--- src/rtl/uart_link.sv ---
// Full-duplex UART with RX/TX FIFOs, exposing valid/ready byte streams to the
// protocol handler and sticky framing/overrun error flags.
module uart_link #(
    parameter int CLK_HZ     = 100_000_000,
    parameter int BAUD_RATE  = 115200,
    parameter int DATA_BITS  = 8,
    parameter int FIFO_DEPTH = 16
) (
    input  logic                        clk_in,
    input  logic                        rst_in,
    input  logic                        rx_wire_in,
    output logic                        tx_wire_out,
    output logic [DATA_BITS-1:0]        rx_data_out,
    output logic                        rx_valid_out,
    input  logic                        rx_ready_in,
    input  logic [DATA_BITS-1:0]        tx_data_in,
    input  logic                        tx_valid_in,
    output logic                        tx_ready_out,
    output logic [$clog2(FIFO_DEPTH):0] rx_count_out,
    output logic [$clog2(FIFO_DEPTH):0] tx_count_out,
    output logic                        rx_frame_err_out,
    output logic                        rx_overrun_out,
    input  logic                        clear_err_in
);

    localparam int CLKS_PER_BIT = CLK_HZ / BAUD_RATE;
    localparam int HALF_BIT     = CLKS_PER_BIT / 2;
    localparam int TW           = $clog2(CLKS_PER_BIT);
    localparam int BW           = $clog2(DATA_BITS);
    localparam int PW           = $clog2(FIFO_DEPTH);
    localparam int CW           = PW + 1;

    typedef enum logic [1:0] {IDLE, START, DATA, STOP} state_e;

    // ---------------- RX synchroniser ----------------
    logic [1:0] rxSync_q;
    logic       rxLine;

    always_ff @(posedge clk_in or posedge rst_in) begin
        if (rst_in) rxSync_q <= 2'b11;
        else        rxSync_q <= {rxSync_q[0], rx_wire_in};
    end

    assign rxLine = rxSync_q[1];

    // ---------------- RX FSM ----------------
    state_e               rxState_q, rxState_d;
    logic [TW-1:0]        rxTick_q, rxTick_d;
    logic [BW-1:0]        rxBit_q, rxBit_d;
    logic [DATA_BITS-1:0] rxShift_q, rxShift_d;
    logic                 rxWaitHigh_q, rxWaitHigh_d;
    logic                 rxPush, rxFrameSet;

    always_ff @(posedge clk_in or posedge rst_in) begin
        if (rst_in) begin
            rxState_q    <= IDLE;
            rxTick_q     <= '0;
            rxBit_q      <= '0;
            rxShift_q    <= '0;
            rxWaitHigh_q <= 1'b0;
        end else begin
            rxState_q    <= rxState_d;
            rxTick_q     <= rxTick_d;
            rxBit_q      <= rxBit_d;
            rxShift_q    <= rxShift_d;
            rxWaitHigh_q <= rxWaitHigh_d;
        end
    end

    always_comb begin
        rxState_d    = rxState_q;
        rxTick_d     = rxTick_q;
        rxBit_d      = rxBit_q;
        rxShift_d    = rxShift_q;
        rxWaitHigh_d = rxWaitHigh_q;
        rxPush       = 1'b0;
        rxFrameSet   = 1'b0;
        unique case (rxState_q)
            IDLE: begin
                if (!rxLine) begin
                    rxState_d = START;
                    rxTick_d  = '0;
                end
            end
            START: begin
                // Re-check mid start bit; a line already back high was a glitch.
                if (rxTick_q == TW'(HALF_BIT - 1)) begin
                    rxTick_d  = '0;
                    rxBit_d   = '0;
                    rxState_d = rxLine ? IDLE : DATA;
                end else begin
                    rxTick_d = rxTick_q + 1'b1;
                end
            end
            DATA: begin
                if (rxTick_q == TW'(CLKS_PER_BIT - 1)) begin
                    rxTick_d  = '0;
                    rxShift_d = {rxLine, rxShift_q[DATA_BITS-1:1]};
                    if (rxBit_q == BW'(DATA_BITS - 1)) rxState_d = STOP;
                    else                               rxBit_d   = rxBit_q + 1'b1;
                end else begin
                    rxTick_d = rxTick_q + 1'b1;
                end
            end
            STOP: begin
                if (rxWaitHigh_q) begin
                    if (rxLine) begin
                        rxWaitHigh_d = 1'b0;
                        rxState_d    = IDLE;
                    end
                end else if (rxTick_q == TW'(CLKS_PER_BIT - 1)) begin
                    rxTick_d = '0;
                    if (rxLine) begin
                        rxPush    = 1'b1;
                        rxState_d = IDLE;
                    end else begin
                        rxFrameSet   = 1'b1;
                        rxWaitHigh_d = 1'b1;
                    end
                end else begin
                    rxTick_d = rxTick_q + 1'b1;
                end
            end
            default: rxState_d = IDLE;
        endcase
    end

    // ---------------- RX FIFO ----------------
    logic [DATA_BITS-1:0] rxMem [FIFO_DEPTH];
    logic [PW-1:0]        rxWr_q, rxRd_q;
    logic [CW-1:0]        rxCount_q, rxCount_d;
    logic                 rxPop, rxFull, rxWrite, rxOverrunSet;

    assign rxPop        = rx_valid_out & rx_ready_in;
    assign rxFull       = (rxCount_q == CW'(FIFO_DEPTH));
    assign rxWrite      = rxPush & (~rxFull | rxPop);
    assign rxOverrunSet = rxPush & rxFull & ~rxPop;

    always_comb begin
        rxCount_d = rxCount_q;
        case ({rxWrite, rxPop})
            2'b10:   rxCount_d = rxCount_q + 1'b1;
            2'b01:   rxCount_d = rxCount_q - 1'b1;
            default: rxCount_d = rxCount_q;
        endcase
    end

    always_ff @(posedge clk_in or posedge rst_in) begin
        if (rst_in) begin
            rxWr_q    <= '0;
            rxRd_q    <= '0;
            rxCount_q <= '0;
        end else begin
            if (rxWrite) rxWr_q <= rxWr_q + 1'b1;
            if (rxPop)   rxRd_q <= rxRd_q + 1'b1;
            rxCount_q <= rxCount_d;
        end
    end

    always_ff @(posedge clk_in) begin
        if (rxWrite) rxMem[rxWr_q] <= rxShift_q;
    end

    assign rx_data_out  = rxMem[rxRd_q];
    assign rx_valid_out = (rxCount_q != '0);
    assign rx_count_out = rxCount_q;

    // ---------------- Sticky error flags (set wins over clear) ----------------
    logic frameErr_q, overrun_q;

    always_ff @(posedge clk_in or posedge rst_in) begin
        if (rst_in) begin
            frameErr_q <= 1'b0;
            overrun_q  <= 1'b0;
        end else begin
            frameErr_q <= rxFrameSet   | (frameErr_q & ~clear_err_in);
            overrun_q  <= rxOverrunSet | (overrun_q  & ~clear_err_in);
        end
    end

    assign rx_frame_err_out = frameErr_q;
    assign rx_overrun_out   = overrun_q;

    // ---------------- TX FIFO ----------------
    logic [DATA_BITS-1:0] txMem [FIFO_DEPTH];
    logic [PW-1:0]        txWr_q, txRd_q, txRdNext;
    logic [CW-1:0]        txCount_q, txCount_d;
    logic                 txPush, txPop;

    assign tx_ready_out = (txCount_q != CW'(FIFO_DEPTH));
    assign txPush       = tx_valid_in & tx_ready_out;
    assign txRdNext     = txRd_q + 1'b1;

    always_comb begin
        txCount_d = txCount_q;
        case ({txPush, txPop})
            2'b10:   txCount_d = txCount_q + 1'b1;
            2'b01:   txCount_d = txCount_q - 1'b1;
            default: txCount_d = txCount_q;
        endcase
    end

    always_ff @(posedge clk_in or posedge rst_in) begin
        if (rst_in) begin
            txWr_q    <= '0;
            txRd_q    <= '0;
            txCount_q <= '0;
        end else begin
            if (txPush) txWr_q <= txWr_q + 1'b1;
            if (txPop)  txRd_q <= txRdNext;
            txCount_q <= txCount_d;
        end
    end

    always_ff @(posedge clk_in) begin
        if (txPush) txMem[txWr_q] <= tx_data_in;
    end

    assign tx_count_out = txCount_q;

    // ---------------- TX FSM ----------------
    state_e               txState_q, txState_d;
    logic [TW-1:0]        txTick_q, txTick_d;
    logic [BW-1:0]        txBit_q, txBit_d;
    logic [DATA_BITS-1:0] txShift_q, txShift_d;
    logic                 txLine_q, txLine_d;

    always_ff @(posedge clk_in or posedge rst_in) begin
        if (rst_in) begin
            txState_q <= IDLE;
            txTick_q  <= '0;
            txBit_q   <= '0;
            txShift_q <= '0;
            txLine_q  <= 1'b1;
        end else begin
            txState_q <= txState_d;
            txTick_q  <= txTick_d;
            txBit_q   <= txBit_d;
            txShift_q <= txShift_d;
            txLine_q  <= txLine_d;
        end
    end

    always_comb begin
        txState_d = txState_q;
        txTick_d  = txTick_q;
        txBit_d   = txBit_q;
        txShift_d = txShift_q;
        txPop     = 1'b0;
        unique case (txState_q)
            IDLE: begin
                if (txCount_q != '0) begin
                    txState_d = START;
                    txTick_d  = '0;
                    txShift_d = txMem[txRd_q];
                end
            end
            START: begin
                if (txTick_q == TW'(CLKS_PER_BIT - 1)) begin
                    txTick_d  = '0;
                    txBit_d   = '0;
                    txState_d = DATA;
                end else begin
                    txTick_d = txTick_q + 1'b1;
                end
            end
            DATA: begin
                if (txTick_q == TW'(CLKS_PER_BIT - 1)) begin
                    txTick_d  = '0;
                    txShift_d = {1'b0, txShift_q[DATA_BITS-1:1]};
                    if (txBit_q == BW'(DATA_BITS - 1)) txState_d = STOP;
                    else                               txBit_d   = txBit_q + 1'b1;
                end else begin
                    txTick_d = txTick_q + 1'b1;
                end
            end
            STOP: begin
                // Chain straight into the next start bit so bursts have no idle gap.
                if (txTick_q == TW'(CLKS_PER_BIT - 1)) begin
                    txTick_d = '0;
                    txPop    = 1'b1;
                    if (txCount_q > CW'(1)) begin
                        txState_d = START;
                        txShift_d = txMem[txRdNext];
                    end else if (txPush) begin
                        txState_d = START;
                        txShift_d = tx_data_in;
                    end else begin
                        txState_d = IDLE;
                    end
                end else begin
                    txTick_d = txTick_q + 1'b1;
                end
            end
            default: txState_d = IDLE;
        endcase
    end

    always_comb begin
        txLine_d = 1'b1;
        case (txState_d)
            START:   txLine_d = 1'b0;
            DATA:    txLine_d = txShift_d[0];
            default: txLine_d = 1'b1;
        endcase
    end

    assign tx_wire_out = txLine_q;

endmodule

--- config.mk ---
export PLATFORM = sky130hd
export DESIGN_NAME = uart_link
export DESIGN_NICKNAME = d
export VERILOG_FILES = /design/src/rtl/uart_link.sv
export SDC_FILE = /design/constraint.sdc
export NUM_CORES = 1
export LEC_CHECK = 0
export BUFFER_PORTS_ARGS = -buffer_cell sky130_fd_sc_hd__buf_2
export CORE_MARGIN = 2
export CORE_UTILIZATION = 50
export DETAILED_ROUTE_END_ITERATION = 16
export PLACE_DENSITY = 0.66
export SLEW_MARGIN = 20
export SYNTH_ARGS = -nofsm -noshare
export SYNTH_HDL_FRONTEND = slang
export SYNTH_SLANG_ARGS = --single-unit
--- constraint.sdc ---
create_clock -name clk_in -period 3.1 [get_ports clk_in]
set_input_delay 0.31 -clock clk_in [delete_from_list [all_inputs] [get_ports clk_in]]
set_output_delay 0.31 -clock clk_in [all_outputs]
set_load 0.05 [all_outputs]
==> flow_metrics.py <==
metrics = {
    "pwr": {
        "p_per_area_nw_per_um2": 648,
        "worst_ir_drop_vdd_uv": 420,
        "p_leak_uw": 0.00625,
    },
    "clock_tree": {
        "clkLatencyLatePin_ns": 0.51,
        "cts_buffer_depth": 3,
        "clkSinkCount": 334,
        "htreeDepth": 2,
        "numCtsBuffers": 36,
        "tritoncts": "done",
        "clk_pin_slew_worst_paths_ns": 0.06,
        "clockRootBuffer": "clkbuf_16",
    },
    "routing": {
        "drc": 0,
        "vias": 8444,
        "ant_nets": 0,
        "firstDrtPassIters": 6,
        "drt_iter0_drc": 752,
        "wl_per_cell_microns": 22.1,
        "wl_mm": 31.6,
        "vias_per_cell": 5.92,
    },
    "status": {
        "outcome": "finished, final reports clean",
    },
    "floorplanning": {
        "die_w_microns": 178,
        "dieArea_sq_um": 31600,
        "die_h_microns": 178,
        "initial_utilization_pct": 50.9,
        "pin_count": 37,
        "core_area_sq_um": 29700,
        "rows": 63,
    },
    "cells_and_area": {
        "final_cells": 1426,
        "n_fill_cell": 2196,
        "finalInstanceArea_sq_um": 17100,
        "antenna_cells": 0,
        "layout_commonest_cell": "edfxtp_1",
        "layout-drive-gt1-share_pct": 26.8,
        "final_util_pct": 57.6,
        "synthToLayoutAreaGrowth_pct": 13.3,
        "num-nets-final": 1047,
        "most-common-layout-cells": "edfxtp_1, mux4_2, dfrtp_1, nand2_1, nor2_1",
    },
    "grt": {
        "grtUsageMet2_pct": 33.9,
        "grt_pass1_wl_mm": 50.2,
        "track_usage_pct": 20.9,
        "use_met1_pct": 29.7,
        "grt_start_max_net_pins": 38,
        "grt_overflow": 0,
        "top_usage_layer": "met2",
        "first_global_vias": 8675,
        "met3_usage_pct": 3.92,
        "antenna_found_initial": 1,
    },
    "synthesis": {
        "synth_nets": 968,
        "synth-async-reset-ratio_pct": 23.4,
        "postSynthAreaPerCell_sq_um": 16.3,
        "ys.flop_type": "edfxtp_1",
        "yosysWarnings": 0,
        "seq_area_frac_synth_pct": 63.8,
        "syn_inst": 930,
        "synth_edf_count": 256,
        "syn_area_sq_um": 15100,
        "synth_cell_type_count": 68,
        "ys_ff_latch": 334,
    },
    "sta": {
        "skew_ns": 0.0198,
        "tns_ns": 0,
        "finalCriticalPeriod_ns": 2.79,
        "setup_viol": 0,
        "worst_slew_margin_rel_pct": 39.4,
        "fmax_mhz": 359,
        "hold_viol_final": 0,
        "drv_slew": 0,
        "worstMarginPinSlew_ns": 0.905,
        "rsz0062_at_grt": "no",
        "finalCritPeriodShare_pct": 90.0,
    },
    "worst_setup_path": {
        "critPathKind": "flop to primary output",
        "cp.arrival_ns": 2.48,
        "worstPathRequired_ns": 2.79,
        "cp-start-kind": "flop",
        "path_max_fanout": 35,
        "end_kind": "primary output",
    },
    "placement": {
        "place_inst": 1359,
        "placed_area_sq_um": 16000,
        "routabilityCongestion": 0.817,
        "numPortBuffers": 36,
        "dpl.hpwl_mm": 20.8,
    },
    "hold_path": {
        "min_path_type": "input port to flop",
    },
    "flow_run": {
        "maxCapViolCount": 0,
    },
}
## state kept, by name (all words and copies together), names as in the netlist, named ones only
signal,cells
rx_frame_err_out,1
tx_wire_out,1
rxWaitHigh_q,1
rxTick_q,10
tx_count_out,5
txTick_q,10
rxMem,128
rxRd_q,4
rx_overrun_out,1
rx_count_out,5
txState_q,2
rxSync_q,2
txShift_q,8
txBit_q,3
txRd_q,4
txMem,128
txWr_q,4
rxState_q,1
rxWr_q,4
rxShift_q,8
rxBit_q,3
## stage by stage
step / setup WS, ns / total power (uW) / hold slack, ns
finish: 0.311 / 11100 / 0.0386
global route: 0.211 / 11600 / 0.0247
CTS: 0.275 / 11200 / 0.00795
detailed placement: 0.437 / 7180 / 0.347
global placement: 0.475 / 7160 / 0.347
floorplan: -0.0641 / 6670 / 0.314
## logic make-up after synthesis
family | count (synthesis) | synth area share [%]
buffers and inverters | 71 | 1.90
xor gates and xnor gates | 33 | 1.91
and+or+nand+nor | 209 | 7.18
AOI/OAI and AO/OA | 111 | 4.79
muxes | 148 | 18.5
adders and majority gates | 24 | 1.99
DFF | 334 | 63.8
## final cells by class
type	instances	area (sq um)	area share (%)
sequential	334	9650	56.3
multi-input combinational	525	5200	30.4
clock buffer	55	1020	5.97
timing repair buffer	86	573	3.35
tap	390	488	2.85
inverter	26	98.8	0.577
clock inverter	10	93.8	0.548
## final timing paths
path / from / to / slack (ns) / cells after the start
hold / removal: clear_err_in / rx_overrun_out / 0.04 / 2
max in group asynchronous: rst_in / rxSync_q[0] / 1.94 / 4
setup / recovery: rxRd_q[0] / rx_data_out[1] / 0.31 / 4
setup reg to reg: rxTick_q[0] / rx_count_out[4] / 0.44 / 10
min in group asynchronous: rst_in / txWr_q[3] / 0.41 / 3
hold reg to reg: rxSync_q[0] / rxSync_q[1] / 0.34 / 0
## Yosys cell counts, types with 16 or more instances
| cell type | n | area share [%] |
|---|---|---|
| o21ai_0 | 39 | 1.3 |
| nand3_1 | 16 | 0.53 |
| ha_1 | 24 | 2.0 |
| mux2i_1 | 29 | 1.9 |
| o22ai_1 | 16 | 0.66 |
| clkbuf_1 | 19 | 0.47 |
| buf_2 | 16 | 0.53 |
| inv_1 | 26 | 0.65 |
| edfxtp_1 | 256 | 51 |
| nor2_1 | 51 | 1.3 |
| dfrtp_1 | 75 | 12 |
| nand2_1 | 62 | 1.5 |
| xnor2_1 | 23 | 1.3 |
| mux4_2 | 103 | 15 |
## routing by layer
layer | wire (microns) | vias to the layer above
li1 | - | 3855
met1 | 13700 | 4325
met2 | 15400 | 220
met3 | 1860 | 42
met4 | 583 | 2
met5 | 13 | -
## critical path, cell delays in order, from the launching register on
cell and delay [ns]:
dfrtp_2 0.37, buf_12 0.27, mux4_2 0.58, mux4_2 0.49
buf_2 0.23
## report_power, final
part | switching (uW) | internal [uW]
Clock | 1670 | 2370
Sequential | 313 | 5100
Combinational | 996 | 661
## timing repair
| item | 4_1_cts | 5_1_grt |
|---|---|---|
| gates resized for setup | 0 | 0 |
| hold endpoints to repair | 29 | 0 |
| endpoints found under the setup margin | 0 | 0 |
| setup buffers | 0 | 0 |
| hold buffers | 2 | 0 |
Note: power is estimated with default switching activity, not from simulation.
